==> config.mk <==
export PLATFORM = sky130hd
export DESIGN_NAME = apb_requester_ni
export DESIGN_NICKNAME = d
export VERILOG_FILES = /design/src/rtl/pa_noc.sv /design/src/rtl/apb_requester_ni.sv
export SDC_FILE = /design/constraint.sdc
export NUM_CORES = 1
export LEC_CHECK = 0
export CAP_MARGIN = 20
export CELL_PAD_IN_SITES_DETAIL_PLACEMENT = 1
export CELL_PAD_IN_SITES_GLOBAL_PLACEMENT = 2
export CORE_UTILIZATION = 22
export DETAILED_ROUTE_END_ITERATION = 12
export PLACE_DENSITY_LB_ADDON = 0.1
export SYNTH_ARGS = -nofsm -noshare
export SYNTH_HDL_FRONTEND = slang
export SYNTH_SLANG_ARGS = --single-unit
==> constraint.sdc <==
create_clock -name i_clk -period 2.85 [get_ports i_clk]
set_input_delay 0.57 -clock i_clk [delete_from_list [all_inputs] [get_ports i_clk]]
set_output_delay 0.57 -clock i_clk [all_outputs]
set_load 0.03 [all_outputs]
==> src/rtl/pa_noc.sv <==
// Shared NoC definitions for the APB-over-mesh network interfaces.
//   - Packet field offsets/widths and total packet width
//   - APB address bit positions carrying the destination coordinates
//   - NI requester state enum
//   - Packed packet struct with pack/unpack helpers
package pa_noc;

  localparam int unsigned COORD_W          = 2;
  localparam int unsigned ADDR_W           = 32;
  localparam int unsigned DATA_W           = 32;
  localparam int unsigned APB_PACKET_WIDTH = 76;

  localparam int unsigned DST_COL_LSB = 0;
  localparam int unsigned DST_ROW_LSB = 2;
  localparam int unsigned SRC_COL_LSB = 4;
  localparam int unsigned SRC_ROW_LSB = 6;
  localparam int unsigned VALID_BIT   = 8;
  localparam int unsigned IS_RSP_BIT  = 9;
  localparam int unsigned WRITE_BIT   = 10;
  localparam int unsigned SLVERR_BIT  = 11;
  localparam int unsigned ADDR_LSB    = 12;
  localparam int unsigned DATA_LSB    = 44;

  // Destination coordinates live in the top address bits.
  localparam int unsigned PADDR_ROW_MSB = 31;
  localparam int unsigned PADDR_COL_MSB = 29;

  typedef enum logic [1:0] {
    StIdle,
    StSend,
    StWaitRsp,
    StComplete
  } ni_state_e;

  typedef struct packed {
    logic [DATA_W-1:0]  data;
    logic [ADDR_W-1:0]  addr;
    logic               slverr;
    logic               write;
    logic               is_response;
    logic               valid;
    logic [COORD_W-1:0] src_row;
    logic [COORD_W-1:0] src_col;
    logic [COORD_W-1:0] dst_row;
    logic [COORD_W-1:0] dst_col;
  } apb_packet_t;

  function automatic logic [APB_PACKET_WIDTH-1:0] pack_packet(input apb_packet_t p);
    logic [APB_PACKET_WIDTH-1:0] v;
    v = '0;
    v[DST_COL_LSB +: COORD_W] = p.dst_col;
    v[DST_ROW_LSB +: COORD_W] = p.dst_row;
    v[SRC_COL_LSB +: COORD_W] = p.src_col;
    v[SRC_ROW_LSB +: COORD_W] = p.src_row;
    v[VALID_BIT]              = p.valid;
    v[IS_RSP_BIT]             = p.is_response;
    v[WRITE_BIT]              = p.write;
    v[SLVERR_BIT]             = p.slverr;
    v[ADDR_LSB +: ADDR_W]     = p.addr;
    v[DATA_LSB +: DATA_W]     = p.data;
    return v;
  endfunction

  function automatic apb_packet_t unpack_packet(input logic [APB_PACKET_WIDTH-1:0] v);
    apb_packet_t p;
    p.dst_col     = v[DST_COL_LSB +: COORD_W];
    p.dst_row     = v[DST_ROW_LSB +: COORD_W];
    p.src_col     = v[SRC_COL_LSB +: COORD_W];
    p.src_row     = v[SRC_ROW_LSB +: COORD_W];
    p.valid       = v[VALID_BIT];
    p.is_response = v[IS_RSP_BIT];
    p.write       = v[WRITE_BIT];
    p.slverr      = v[SLVERR_BIT];
    p.addr        = v[ADDR_LSB +: ADDR_W];
    p.data        = v[DATA_LSB +: DATA_W];
    return p;
  endfunction

endpackage

==> src/rtl/apb_requester_ni.sv <==
// Requester-side network interface. APB completer toward a local master; each
// transfer becomes one request packet to the attached router, then the NI waits
// for the matching response (or a timeout) and completes the APB transfer.
// One outstanding transaction.
// Ports:
//   i_clk, i_srst                 clock, synchronous active-high reset
//   i_psel/i_penable/i_pwrite     APB control from the local master
//   i_paddr, i_pwdata             APB address (dst coords in [31:28]) and write data
//   o_prdata/o_pready/o_pslverr   APB completion, only during the handshake cycle
//   o_apbPacket                   request packet to router, one cycle, else zero
//   i_apbPacket                   packet from router, zero when idle
module apb_requester_ni
  import pa_noc::*;
#(
  parameter int unsigned GRID_WIDTH     = 4,
  parameter int unsigned NI_ROW         = 0,
  parameter int unsigned NI_COL         = 0,
  parameter int unsigned TIMEOUT_CYCLES = 64
) (
  input  logic                        i_clk,
  input  logic                        i_srst,
  input  logic                        i_psel,
  input  logic                        i_penable,
  input  logic                        i_pwrite,
  input  logic [31:0]                 i_paddr,
  input  logic [31:0]                 i_pwdata,
  output logic [31:0]                 o_prdata,
  output logic                        o_pready,
  output logic                        o_pslverr,
  output logic [APB_PACKET_WIDTH-1:0] o_apbPacket,
  input  logic [APB_PACKET_WIDTH-1:0] i_apbPacket
);

  localparam int unsigned COORD_WIDTH = $clog2(GRID_WIDTH);
  localparam int unsigned CntW        = $clog2(TIMEOUT_CYCLES + 1);

  localparam logic [COORD_W-1:0] OwnRow     = COORD_W'(NI_ROW);
  localparam logic [COORD_W-1:0] OwnCol     = COORD_W'(NI_COL);
  localparam logic [CntW-1:0]    CntMax     = '1;
  localparam logic [CntW-1:0]    TimeoutVal = CntW'(TIMEOUT_CYCLES);

  ni_state_e          state_q, state_d;
  logic               write_q, write_d;
  logic [31:0]        addr_q, addr_d;
  logic [31:0]        wdata_q, wdata_d;
  logic [COORD_W-1:0] dst_row_q, dst_row_d;
  logic [COORD_W-1:0] dst_col_q, dst_col_d;
  logic [31:0]        rdata_q, rdata_d;
  logic               err_q, err_d;
  logic [CntW-1:0]    cnt_q, cnt_d;

  apb_packet_t        rx;
  apb_packet_t        tx;
  logic [COORD_W-1:0] req_row, req_col;
  logic               rsp_match;
  logic [CntW-1:0]    cnt_inc;
  logic               unused_rx;

  assign rx        = unpack_packet(i_apbPacket);
  assign unused_rx = ^{rx.addr, rx.write};

  assign req_row = COORD_W'(i_paddr[PADDR_ROW_MSB -: COORD_WIDTH]);
  assign req_col = COORD_W'(i_paddr[PADDR_COL_MSB -: COORD_WIDTH]);

  // Only a response from the node we addressed, sent to us, completes the transfer.
  assign rsp_match = rx.valid && rx.is_response &&
                     (rx.dst_row == OwnRow) && (rx.dst_col == OwnCol) &&
                     (rx.src_row == dst_row_q) && (rx.src_col == dst_col_q);

  assign cnt_inc = (cnt_q == CntMax) ? cnt_q : cnt_q + CntW'(1);

  always_comb begin
    state_d     = state_q;
    write_d     = write_q;
    addr_d      = addr_q;
    wdata_d     = wdata_q;
    dst_row_d   = dst_row_q;
    dst_col_d   = dst_col_q;
    rdata_d     = rdata_q;
    err_d       = err_q;
    cnt_d       = cnt_q;
    tx          = '0;
    o_apbPacket = '0;
    o_pready    = 1'b0;
    o_pslverr   = 1'b0;
    o_prdata    = '0;

    unique case (state_q)
      StIdle: begin
        if (i_psel && !i_penable) begin
          write_d   = i_pwrite;
          addr_d    = i_paddr;
          wdata_d   = i_pwdata;
          dst_row_d = req_row;
          dst_col_d = req_col;
          rdata_d   = '0;
          if ((req_row == OwnRow) && (req_col == OwnCol)) begin
            // Self-addressed: nothing on the mesh can answer, fail locally.
            err_d   = 1'b1;
            state_d = StComplete;
          end else begin
            err_d   = 1'b0;
            state_d = StSend;
          end
        end
      end
      StSend: begin
        tx.data        = write_q ? wdata_q : '0;
        tx.addr        = addr_q;
        tx.write       = write_q;
        tx.valid       = 1'b1;
        tx.src_row     = OwnRow;
        tx.src_col     = OwnCol;
        tx.dst_row     = dst_row_q;
        tx.dst_col     = dst_col_q;
        o_apbPacket    = pack_packet(tx);
        cnt_d          = '0;
        state_d        = StWaitRsp;
      end
      StWaitRsp: begin
        cnt_d = cnt_inc;
        // Acceptance is checked first so it wins over a coincident timeout.
        if (rsp_match) begin
          rdata_d = rx.data;
          err_d   = rx.slverr;
          state_d = StComplete;
        end else if (cnt_inc >= TimeoutVal) begin
          rdata_d = '0;
          err_d   = 1'b1;
          state_d = StComplete;
        end
      end
      StComplete: begin
        if (i_psel && i_penable) begin
          o_pready  = 1'b1;
          o_pslverr = err_q;
          o_prdata  = write_q ? '0 : rdata_q;
          state_d   = StIdle;
        end
      end
      default: state_d = StIdle;
    endcase
  end

  always_ff @(posedge i_clk) begin
    if (i_srst) begin
      state_q   <= StIdle;
      write_q   <= 1'b0;
      addr_q    <= '0;
      wdata_q   <= '0;
      dst_row_q <= '0;
      dst_col_q <= '0;
      rdata_q   <= '0;
      err_q     <= 1'b0;
      cnt_q     <= '0;
    end else begin
      state_q   <= state_d;
      write_q   <= write_d;
      addr_q    <= addr_d;
      wdata_q   <= wdata_d;
      dst_row_q <= dst_row_d;
      dst_col_q <= dst_col_d;
      rdata_q   <= rdata_d;
      err_q     <= err_d;
      cnt_q     <= cnt_d;
    end
  end

endmodule

# After elaboration in Yosys (flattened, before gate mapping)
# Cells that the tools add are included.
# word_totals
word_cells	65
in_bits	145
out_inout_bits	110
register_bits	111
# classes
n_eq_ne	9
n_reduce_logical	19
n_lt_le_gt_ge	1
n_mux	26
add_sub_neg	1
# ops
cell	count
two-way mux 32 bit	7
two-way mux 76 bit	1
one-hot mux 32 bit (2 select lines)	1
one-hot mux 7 bit (2 select lines)	1
zero test 2 bit	5
two-way mux 2 bit	5
logical AND 1 bit	8
two-way mux 1 bit	8
one-hot mux 2 bit (4 select lines)	1
adder 7 x 1 -> 7 bit, second input constant	1
== test 7 bit, second input constant	1
greater-or-equal comparator 7 bit, second input constant	1
two-way mux 7 bit	1
AND reduction 3 bit	2
== test 2 bit	2
== test 2 bit, second input constant	2
inequality test 2 bit, second input constant	2
nonzero test 2 bit	2
inequality test 3 bit, second input constant	1
== test 2 x 1 -> 1 bit, second input constant	1
one-hot mux 1 bit (2 select lines)	1
AND reduction 2 bit	1
zero test 1 bit	1

# Longest topological paths before layout
# depth
word_depth	7
mapped_depth	9
depth_no_buf	7

# Worst setup path after synthesis
# OpenSTA, ideal clock, no wires.
# synth_timing
path_type	register -> output
startpoint	reg state_q[1]
endpoint	out o_apbPacket[40]
stages_incl_launch_ff	7
path_buffers	3
setup_slack_ps	478
required_time_ps	2280
t_arrival_ps	1802
cell_sequence	dfxtp_1 > inv_1 > ha_1 > clkbuf_1 > clkbuf_1 > and2_1 > buf_4
# synth_between
elab_chain_cells	2
# synth_rtl
item	line	rtl
start: declaration	apb_requester_ni.sv:42	ni_state_e state_q, state_d;
start signal: assignment	apb_requester_ni.sv:147	state_q <= StIdle;
start signal: assignment	apb_requester_ni.sv:157	state_q <= state_d;
== test 2 x 1 -> 1 bit	apb_requester_ni.sv:88	unique case (state_q)
two-way mux 76 bit	apb_requester_ni.sv:88	
end: declaration	apb_requester_ni.sv:30	output logic [APB_PACKET_WIDTH-1:0] o_apbPacket,
# Every way passes these cells.

# Worst setup path in the final report
# layout_timing
startpoint	reg state_q[1]
endpoint	out o_apbPacket[69]
# Same word-level chain as after synthesis.

==> results by group <==
Yosys
  – Sequential area share after synthesis: a little under half
  – Synth Register Bits: 107
  – Syn avg cell area: 8.37 um2
  – Warnings from Yosys: 0
  – Post-synthesis async set-or-reset flop share: 0%
  – Cells after synthesis: about 560
  – Distinct cells, synth: between 40 and 50
  – EDFF count, synth: 0
  – Top FF cell, synth: dfxtp_1
  – Post-Syn Area: 4670 um2

Floorplanning
  – Core Area: 20500 um2
  – Boundary Pins: 255
  – Die width: 148 um
  – Row cnt: 52
  – Die area: about 22000 um2
  – Initial core utilization: a little under a quarter
  – Die Ht: roughly 150 um

Worst setup path
  – Critical path fanouts, max: 66
  – Slowest-stage cell, CP: clkdlybuf4s50_1
  – Critical path launch point type: flip-flop
  – Critical path endpoint category: output port
  – Crit path arrival time: 2.17 ns
  – Worst reg2reg setup slack: between 0.3 and 0.4 ns
  – WS Path Type: reg2out
  – CP cell instances: inv_1 -> ha_2 -> buf_12 -> and3_1 -> clkdlybuf4s50_1
  – Critical path's largest stage delay: roughly 0.67 ns
  – Worst Path Required: approximately 2.3 ns

Layout
  – Fillers: 2388
  – Final non-filler cell area: ~7400 um2
  – Ant diodes: 0
  – Register area: ~2100 um2
  – Area Overhead vs Synth: 57.4%
  – Multi-input combinational cell area: ~2300 um2
  – Final cell count without fillers: between 1000 and 1500
  – Nets: around 900
  – Fraction of layout cells with a size suffix above 1: about an eighth

Placement
  – Placed cells: about 1000
  – Pre-CTS setup slack: about 0.16 ns
  – DPL Wire Length: 11.0 mm
  – Input/output buffers: 215
  – Placed cell area: roughly 7000 um2
  – Final GP Congestion: roughly 0.73

Route
  – DRT Pass-1 Iters: 4
  – Final ANT Viol Nets: 0
  – DR DRC count: 0
  – Vias: about 4500
  – Via-to-Cell Ratio: about 4.4
  – Drt wl/cell: roughly 16 um
  – Initial DRC count: 76
  – Total wire length: around 16 mm

Clocking
  – Clock buffer depth: 2
  – Root buf cell: clkbuf_16
  – Cts-stage hold buffer count: 0
  – TritonCTS Buffers: 9
  – H-tree depth: 3
  – CTS tree: yes
  – Number of clock sinks: approximately 110
  – Worst skew pair latency: 0.35 ns
  – Clock-pin slew on the worst setup and hold paths: about 0.07 ns

STA
  – Fmax: ~0.36 GHz
  – Final Hold Viols: 0
  – Post-Route Skew: ~0.012 ns
  – Slew Viols, Final: 0
  – RSZ-0062 raised after global routing: false
  – Post-layout minimum cycle time: around 2.7 ns
  – Setup_tns: 0 ns
  – Min Hold Slack: approximately 0.45 ns
  – Crit share post-route: ~96%
  – Fin worst setup slack: ~0.11 ns
  – Final setup viols: 0
  – Max-Slew Margin vs Limit: about two fifths
  – Worst slew pin tran: about 0.9 ns

Run
  – Max-Cap Viols: 0

GRT
  – Initial antenna violation count: 1
  – Congestion Overflow GR: 0
  – GRT Util Overall: about 15%
  – Vias in the first global route: roughly 4800
  – Largest net degree at the start of global routing: 67
  – First-pass GRT wire length: between 20 and 30 mm

Pwr
  – P per Cell Area: roughly 570 nW/um2
  – Leakage: about 3.5 nW
  – Peak VDD IR: between 0.2 and 0.25 mV

Run status
  – Outcome: finished, final reports clean

Worst hold path
  – Type of the tightest min-delay check: reg2reg
-- flip-flops by register name, indices dropped and copies added, names as in the netlist --
signal and cells:
rdata_q 32, state_q 2, err_q 1, wdata_q 32
write_q 1, cnt_q 7, addr_q 32
-- critical path: cells and delay by family (launching register included) --
family	cells	cell delay [ns]
AND/OR/NAND/NOR	1	0.20
buffers and inverters	3	1.05
flip-flops	1	0.34
adder cells (fa/ha/maj)	1	0.21
-- where the power goes --
group	internal (mW)	switching, mW
clock	0.718	0.611
sequential	1.61	0.0660
combinational	0.466	0.728
total	2.79	1.40
-- synth_stat cells (3+ instances only) --
| cell | count | area [um2] |
|---|---|---|
| a21oi_1 | 71 | 355 |
| a22o_2 | 31 | 310 |
| and2_1 | 67 | 419 |
| and3_1 | 33 | 206 |
| buf_1 | 4 | 15.0 |
| buf_4 | 14 | 105 |
| buf_6 | 3 | 33.8 |
| clkbuf_1 | 28 | 105 |
| dfxtp_1 | 107 | 2140 |
| ha_1 | 6 | 75.1 |
| inv_1 | 6 | 22.5 |
| mux2i_1 | 3 | 30.0 |
| nand2_1 | 134 | 503 |
| nand3_1 | 3 | 15.0 |
| nor2_1 | 12 | 45.0 |
| xnor2_1 | 3 | 26.3 |
| xor2_1 | 4 | 35.0 |
-- cell type report --
type                    count  share of cell area (%)
repair buffers            224                    31.0
flip-flops and latches    107                    29.1
well taps                 270                    4.59
inverters                   6                   0.306
clock inverters             6                   0.970
multi-input cells         398                    30.8
clock buffers              10                    3.25
-- per-stage QoR --
step	utilization, %	power (mW)
2_1_floorplan	-	2.46
3_3_place_gp	34.0	2.90
3_5_place_dp	34.0	2.94
4_1_cts	35.5	4.31
5_1_grt	35.9	4.48
6_report	35.9	4.20
-- layer usage --
layer / share of wire [%] / vias up / global-route usage (%)
met5: 0.076 / - / 0
met4: 0.98 / 2 / 4.02
met2: 47 / 151 / 25.4
met1: 42 / 2128 / 16.6
li1: - / 2208 / -
met3: 10 / 13 / 6.36
-- cell usage in the layout, fill, tap and decap left out, types with 4 or more instances in the layout --
master           count
clkbuf_16            9
nand2_1            134
and3_1              33
conb_1               6
a22o_2              31
buf_4               37
inv_1                6
dlymetal6s2s_1      34
nor2_1              11
ha_1                 5
xor2_1               4
dfxtp_1            107
and2_1              67
a21oi_1             71
clkdlybuf4s50_1    147
buf_12               5
-- path summary, 6_finish.rpt --
kind,start,to,cells after the start
max,state_q[1],o_apbPacket[69],5
min,wdata_q[18],wdata_q[18],2
max reg2reg,state_q[0],rdata_q[18],7
min reg2reg,wdata_q[18],wdata_q[18],2
-- kinds of logic (layout without fill, tap and decap cells) --
family	Yosys count	count (layout)	synth area share, %
AOI/OAI and AO/OA	115	115	16.8
xor gates and xnor gates	7	7	1.31
adders and majority gates	6	6	1.61
buffers and inverters	58	246	6.35
DFF	107	107	45.8
muxes	3	3	0.643
other	1	6	0.0803
and+or+nand+nor	261	261	27.3
-- what timing repair did --
item | CTS | global route
endpoints found under the setup margin | 0 | 34
gates resized for setup | 0 | 34
buffers inserted | 0 | 0
Note: power is estimated with default switching activity, not from simulation.
